--- src/rtl/cache_line_adapter.sv ---
// Line buffer between the L1 controller and main memory: assembles fill lines
// word-by-word and serializes dirty victim lines back to memory.
module cache_line_adapter #(
  parameter int unsigned WORDS  = 4,
  parameter int unsigned DATA_W = 32,
  parameter int unsigned ADDR_W = 32
) (
  input  logic                      clk,
  input  logic                      reset,
  input  logic                      clr,
  input  logic                      we_cl,
  input  logic                      next_cl,
  input  logic [1:0]                sel_cl,
  input  logic [ADDR_W-1:0]         addr_imem,
  input  logic [ADDR_W-1:0]         addr_dmem,
  input  logic [ADDR_W-1:0]         addr_victim,
  input  logic [DATA_W-1:0]         mm_rdata,
  input  logic [WORDS*DATA_W-1:0]   dmem_line,
  output logic                      full_cl,
  output logic [ADDR_W-1:0]         mm_addr,
  output logic [DATA_W-1:0]         mm_wdata,
  output logic [WORDS*DATA_W-1:0]   line_out
);

  localparam int unsigned BYTES = DATA_W / 8;
  localparam int unsigned LB    = $clog2(WORDS * DATA_W / 8);
  localparam int unsigned IW    = $clog2(WORDS);

  localparam logic [ADDR_W-1:0] ALIGN_MASK = {ADDR_W{1'b1}} << LB;
  localparam logic [IW-1:0]     LAST_IDX   = IW'(WORDS - 1);
  localparam logic [ADDR_W-1:0] WORD_BYTES = ADDR_W'(BYTES);

  localparam logic [1:0] SEL_IMEM   = 2'b00;
  localparam logic [1:0] SEL_DMEM   = 2'b01;
  localparam logic [1:0] SEL_VICTIM = 2'b10;

  typedef enum logic [2:0] {
    ST_IDLE,
    ST_FILL,
    ST_LOADED,
    ST_DRAIN,
    ST_DONE
  } state_e;

  state_e                         state_q, state_d;
  logic [IW-1:0]                  idx_q, idx_d;
  logic [ADDR_W-1:0]              base_q, base_d;
  logic [WORDS-1:0][DATA_W-1:0]   line_q, line_d;

  logic [ADDR_W-1:0]              sel_addr;
  logic [ADDR_W-1:0]              aligned_sel;
  logic [ADDR_W-1:0]              word_off;

  always_comb begin
    sel_addr = '0;
    case (sel_cl)
      SEL_IMEM:   sel_addr = addr_imem;
      SEL_DMEM:   sel_addr = addr_dmem;
      SEL_VICTIM: sel_addr = addr_victim;
      default:    sel_addr = '0;
    endcase
    aligned_sel = sel_addr & ALIGN_MASK;
    word_off    = ADDR_W'(idx_q) * WORD_BYTES;
  end

  // In IDLE the address tracks the live request so memory can start the
  // first beat in the same cycle as we_cl; afterwards it follows the latched base.
  assign mm_addr  = ((state_q == ST_IDLE) ? aligned_sel : base_q) + word_off;
  assign mm_wdata = line_q[idx_q];
  assign line_out = line_q;

  always_comb begin
    state_d = state_q;
    idx_d   = idx_q;
    base_d  = base_q;
    line_d  = line_q;
    full_cl = 1'b0;

    case (state_q)
      ST_IDLE: begin
        if (we_cl) begin
          if (sel_cl == SEL_IMEM || sel_cl == SEL_DMEM) begin
            base_d  = aligned_sel;
            state_d = ST_FILL;
            if (next_cl) begin
              line_d[0] = mm_rdata;
              idx_d     = IW'(1);
            end
          end else if (sel_cl == SEL_VICTIM) begin
            line_d  = dmem_line;
            base_d  = aligned_sel;
            idx_d   = '0;
            state_d = ST_LOADED;
          end
        end
      end

      ST_FILL: begin
        if (next_cl) begin
          line_d[idx_q] = mm_rdata;
          if (idx_q == LAST_IDX) begin
            idx_d   = '0;
            state_d = ST_DONE;
          end else begin
            idx_d = idx_q + IW'(1);
          end
        end
      end

      ST_LOADED: begin
        full_cl = 1'b1;
        state_d = ST_DRAIN;
      end

      ST_DRAIN: begin
        if (next_cl) begin
          if (idx_q == LAST_IDX) begin
            idx_d   = '0;
            state_d = ST_DONE;
          end else begin
            idx_d = idx_q + IW'(1);
          end
        end
      end

      ST_DONE: begin
        full_cl = 1'b1;
        state_d = ST_IDLE;
      end

      default: begin
        state_d = ST_IDLE;
        idx_d   = '0;
      end
    endcase
  end

  always_ff @(posedge clk) begin
    if (!reset || clr) begin
      state_q <= ST_IDLE;
      idx_q   <= '0;
      base_q  <= '0;
      line_q  <= '0;
    end else begin
      state_q <= state_d;
      idx_q   <= idx_d;
      base_q  <= base_d;
      line_q  <= line_d;
    end
  end

endmodule

--- config.mk ---
export PLATFORM = sky130hd
export DESIGN_NAME = cache_line_adapter
export DESIGN_NICKNAME = d
export VERILOG_FILES = /design/src/rtl/cache_line_adapter.sv
export SDC_FILE = /design/constraint.sdc
export NUM_CORES = 1
export LEC_CHECK = 0
export CORE_AREA = 2 2 179 181
export CTS_CLUSTER_DIAMETER = 150
export DETAILED_ROUTE_END_ITERATION = 6
export DIE_AREA = 0 0 181 183
export PLACE_DENSITY = 0.65
export SETUP_SLACK_MARGIN = 0.02
export SLEW_MARGIN = 0
export SYNTH_ARGS = -nofsm -noshare
export SYNTH_HDL_FRONTEND = slang
export SYNTH_SLANG_ARGS = --single-unit
--- constraint.sdc ---
create_clock -name clk -period 3.2 [get_ports clk]
set_input_delay 0.64 -clock clk [delete_from_list [all_inputs] [get_ports clk]]
set_output_delay 0.64 -clock clk [all_outputs]
set_load 0.01 [all_outputs]
# Word level (Yosys, flattened, before mapping)
# Cells that the tools add are included.
# totals
inputBits	263
ff_bits	165
out_inout_bits	193
# op_classes
n_eq_ne	15
muxes	30
bitwise_logic	1
n_reduce_logical	15
magnitude_cmp	2
addsub	2
# ops
cell	n
2-to-1 mux 128 bit	3
case mux 128 bit (2 select lines)	1
2-to-1 mux 32 bit	7
bitwise mux 128 bit	1
2-to-1 mux 96 bit	1
case mux 32 bit (3 select lines)	1
binary-select mux 32 bit (select 2 bit)	1
demux 32 bit (select 2 bit)	1
adder 32 x 4 -> 32 bit	1
2-to-1 mux 3 bit	5
AND reduction 5 bit	3
2-to-1 mux 2 bit	6
case mux 3 bit (3 select lines)	1
equality test 3 x 2 -> 1 bit, second input constant	2
!= test 2 x 1 -> 1 bit, second input constant	3
!= test 2 bit, second input constant	3
case mux 2 bit (3 select lines)	1
equality test 2 bit, second input constant	2
AND reduction 4 bit	1
nonzero test 2 bit	2
OR reduction 2 bit	2
equality test 3 x 1 -> 1 bit, second input constant	1
equality test 3 bit, second input constant	1
logical NOT 3 bit	1
13 further kinds	14

# Logic depth before layout (Yosys ltp)
# logic_depth
depth_word	7
depth_mapped	10

# Worst setup path after synthesis
# No wires, ideal clock.
# synth_timing
path_kind	input -> output
from	input port sel_cl[1]
to	output port mm_addr[12]
setup_slack_ns	0.735
path_buffers	3
cell_stages	6
arrival_time_ns	1.825
cell_sequence	clkbuf_1 > nor2b_1 > buf_2 > buf_1 > a21oi_1 > a21oi_1
# synth_via
elab_chain_len	4
# synth_rtl
element	line_no	rtl
start, declared	13	input logic [1:0] sel_cl,
equality test 2 bit (tied with other cells)	56	case (sel_cl)
case mux 32 bit (3 select lines) *	56	
2-to-1 mux 32 bit *	68	assign mm_addr = ((state_q == ST_IDLE) ? aligned_sel : base_q) + word_off;
adder 32 x 4 -> 32 bit *	68	
end, declared	20	output logic [ADDR_W-1:0] mm_addr,
# Mark *: on every way between the ends. The rest lies on a longest branch, timed or not.

# Worst setup path after layout
# layout_timing
from	register state_q[2]
to	output port mm_addr[22]
# layout_via
elab_chain_len	3
# layout_rtl
element	line_no	rtl
start, declared	45	state_e state_q, state_d;
start signal, assigned	145	state_q <= state_d;
logical NOT 3 bit	68	
2-to-1 mux 32 bit	68	
adder 32 x 4 -> 32 bit	68	
# No other way between the ends.

==> flow_metrics.py <==
metrics = {
    "outcome": {
        "status": "finished clean",
    },
    "cells_and_area": {
        "fill_cells": 3042,
        "nets": 1691,
        "area_growth_pct": 65.9,
        "multi_input_area_mm2": 0.00484,
        "final_cells": 1839,
        "final-seq-area_mm2": 0.00323,
        "drive_gt1_share_pct": 8.43,
        "final_util_pct": 45.0,
    },
    "logic_synthesis": {
        "synth.cell_area_mm2": 0.00848,
        "ys_ff_latch": 161,
        "synth_seq_area_share_pct": 38.0,
        "synth_edf_count": 0,
        "synth_flop_cell": "dfxtp_1",
        "syn_avg_cell_area_um2": 8.15,
        "syn_inst": 1040,
        "postSynth.asyncResetShare_pct": 0,
        "yosysUniqueCellTypes": 38,
        "yosysWarnings": 0,
    },
    "drt": {
        "drt_iter0_markers": 693,
        "dr.pass1.iters": 5,
        "post_drt_wl_per_cell_um": 21.4,
        "drc": 0,
        "wirelength_um": 39400,
        "viasPerCell": 5.39,
        "drtAntennaViolNets": 0,
        "num_vias": 9915,
    },
    "floorplan": {
        "initial_utilization_pct": 27.1,
        "fp.dieW_um": 181,
        "dieArea_mm2": 0.0331,
        "rows": 65,
        "fp.coreArea_mm2": 0.0312,
        "dieHeight_um": 183,
        "pin_count": 456,
    },
    "sta": {
        "finalCritPeriodShare_pct": 94.5,
        "timing_hold_violations_final": 0,
        "finalClockSkew_ns": 0.0116,
        "tns_ns": 0,
        "fmax_ghz": 0.331,
        "rsz0062_at_grt": "false",
        "worst_pin_slew_ns": 1.07,
        "slew_violations": 0,
        "setup_viol": 0,
        "relSlewSlack_pct": 28.4,
        "layout_min_cycle_time_ns": 3.02,
    },
    "clock_network": {
        "cts_tree": "yes",
        "clk_pin_slew_ns": 0.07,
        "numCtsBuffers": 17,
        "clockBufferDepth": 2,
        "htree_levels": 4,
        "clock-root-buffer": "clkbuf_16",
        "clock-sinks": 161,
        "ctsHoldBuffers": 0,
        "clk_latency_ns": 0.45,
        "post-cts-setup-buffers": 0,
    },
    "worst_hold_path": {
        "hp-class": "flop to flop",
    },
    "run": {
        "drv_cap": 0,
    },
    "global_route": {
        "grt_pass1_wl_um": 58300,
        "grt-ovfl-total": 0,
        "antenna_found_initial": 2,
        "first_global_vias": 9618,
        "grt_max_degree": 65,
        "grtUsageTotal_pct": 23.1,
    },
    "critical_path": {
        "arrival_ns": 2.38,
        "cp.required_ns": 2.56,
        "cp-start-kind": "flop",
        "worst-setup-path-type": "flop to output pin",
        "path_max_fanout": 29,
        "endpoint_kind": "output pin",
    },
    "power": {
        "p_per_area_mw_per_mm2": 404,
        "ir_worst_vdd_v": 0.000370,
        "p_leak_uw": 0.00509,
    },
    "place": {
        "place.gp.congestion": 0.905,
        "place_inst": 1807,
        "dp_hpwl_um": 28000,
        "io_buffer_count": 441,
    },
}
[worst max-delay path, stage by stage, from the launching register on]
cell             delay [ns]
dfxtp_1                0.43
nor3_4                 0.52
buf_12                 0.24
nor2_1                 0.05
a21oi_1                0.12
clkdlybuf4s50_1        0.56
[cell families (layout without fill, tap and decap cells)]
| group | after synthesis | in the layout | share of synthesized area, % |
|---|---|---|---|
| xor gates and xnor gates | 1 | 1 | 0.103 |
| DFF | 161 | 161 | 38.0 |
| muxes | 63 | 63 | 12.2 |
| adders and majority gates | 4 | 4 | 0.590 |
| buffers and inverters | 117 | 512 | 5.96 |
| AOI/OAI and AO/OA | 261 | 261 | 22.1 |
| and+or+nand+nor | 432 | 432 | 21.1 |
| other | 1 | 3 | 0.0442 |
[cell type report]
type                       instances  share of cell area, %
antenna                            1                 0.0178
clock buffer                      18                   3.12
clock inverter                    13                   1.24
inverter                           5                  0.133
multi-input combinational        763                   34.4
sequential                       161                   22.9
tap                              402                   3.58
timing repair buffer             476                   34.5
[synthesized netlist by cell type (all sizes together), types with 3 or more instances]
cell / instances / area [µm²]
nand2: 130 / 488
nor2b: 4 / 25.0
mux2i: 31 / 310
nand3: 98 / 490
nor2: 189 / 709
clkbuf: 79 / 297
ha: 4 / 50.1
inv: 5 / 18.8
a311oi: 97 / 850
dfxtp: 161 / 3220
a221oi: 32 / 280
a21boi: 4 / 30.0
o21ai: 61 / 305
buf: 33 / 190
a211oi: 4 / 67.6
mux4: 32 / 721
nor3: 3 / 20.0
a21oi: 58 / 290
[path summary, 6_finish.rpt]
check | from | end | slack, ns | cells past startpoint
max | state_q[2]$_SDFFE_PP0P_ | mm_addr[22] | 0.18 | 5
min | base_q[19]$_SDFFE_PP0P_ | base_q[19]$_SDFFE_PP0P_ | 0.46 | 2
max reg2reg | idx_q[0]$_SDFFE_PP0P_ | line_out[35]$_SDFFE_PP0P_ | 0.80 | 7
min reg2reg | base_q[19]$_SDFFE_PP0P_ | base_q[19]$_SDFFE_PP0P_ | 0.46 | 2
[per-layer routing]
metal	up-vias	track usage (%)	part of all wire [%]
met5	-	0	0
met4	0	10.6	3.7
met1	4727	26.8	38
met2	547	39.7	49
li1	4567	-	-
met3	74	6.41	9.2
[flip-flops by register name, indices dropped and copies added (netlist names)]
signal	flops
line_out	128
idx_q	2
state_q	3
base_q	28
[timing repair]
item | in CTS | in global routing
endpoints found under the hold margin | 0 | 0
setup endpoints to repair | 0 | 27
gates resized for setup | 0 | 9
[cell usage in the layout (no fill, tap or decap), types with 2 or more instances in the layout]
| cell | count |
|---|---|
| clkdlybuf4s50_1 | 434 |
| nor2_1 | 189 |
| dfxtp_1 | 159 |
| nand2_1 | 129 |
| nand3_1 | 98 |
| a311oi_1 | 97 |
| o21ai_0 | 60 |
| a21oi_1 | 57 |
| mux4_2 | 32 |
| a221oi_1 | 32 |
| mux2i_1 | 30 |
| buf_4 | 20 |
| clkbuf_16 | 17 |
| buf_12 | 13 |
| dlymetal6s2s_1 | 6 |
| inv_6 | 5 |
| inv_1 | 4 |
| a21boi_0 | 4 |
| nor2b_4 | 3 |
| a211oi_4 | 3 |
| ha_2 | 3 |
| bufinv_16 | 3 |
| a21bo_2 | 2 |
| nor3_1 | 2 |
| conb_1 | 2 |
| clkinvlp_4 | 2 |
| dfxtp_2 | 2 |
| buf_6 | 2 |
[report_power, final]
part / switching [µW] / internal, µW
sequential: 70.9 / 2080
combinational: 622 / 717
clock: 923 / 1260
total: 1620 / 4060
[per-stage QoR]
stage / hold WS [ns] / cell area (µm²) / total power (µW) / setup slack [ns]
3_5_place_dp: 0.448 / 13400 / 3530 / 0.0418
4_1_cts: 0.464 / 14000 / 5730 / 0.0279
6_report: 0.459 / 14100 / 5670 / 0.177
3_3_place_gp: 0.436 / 13400 / 3520 / 0.0529
2_1_floorplan: 0.426 / 8480 / 2710 / 0.735
5_1_grt: 0.484 / 14100 / 5900 / 0.0276
No activity file was read; power rests on OpenSTA's default activity.
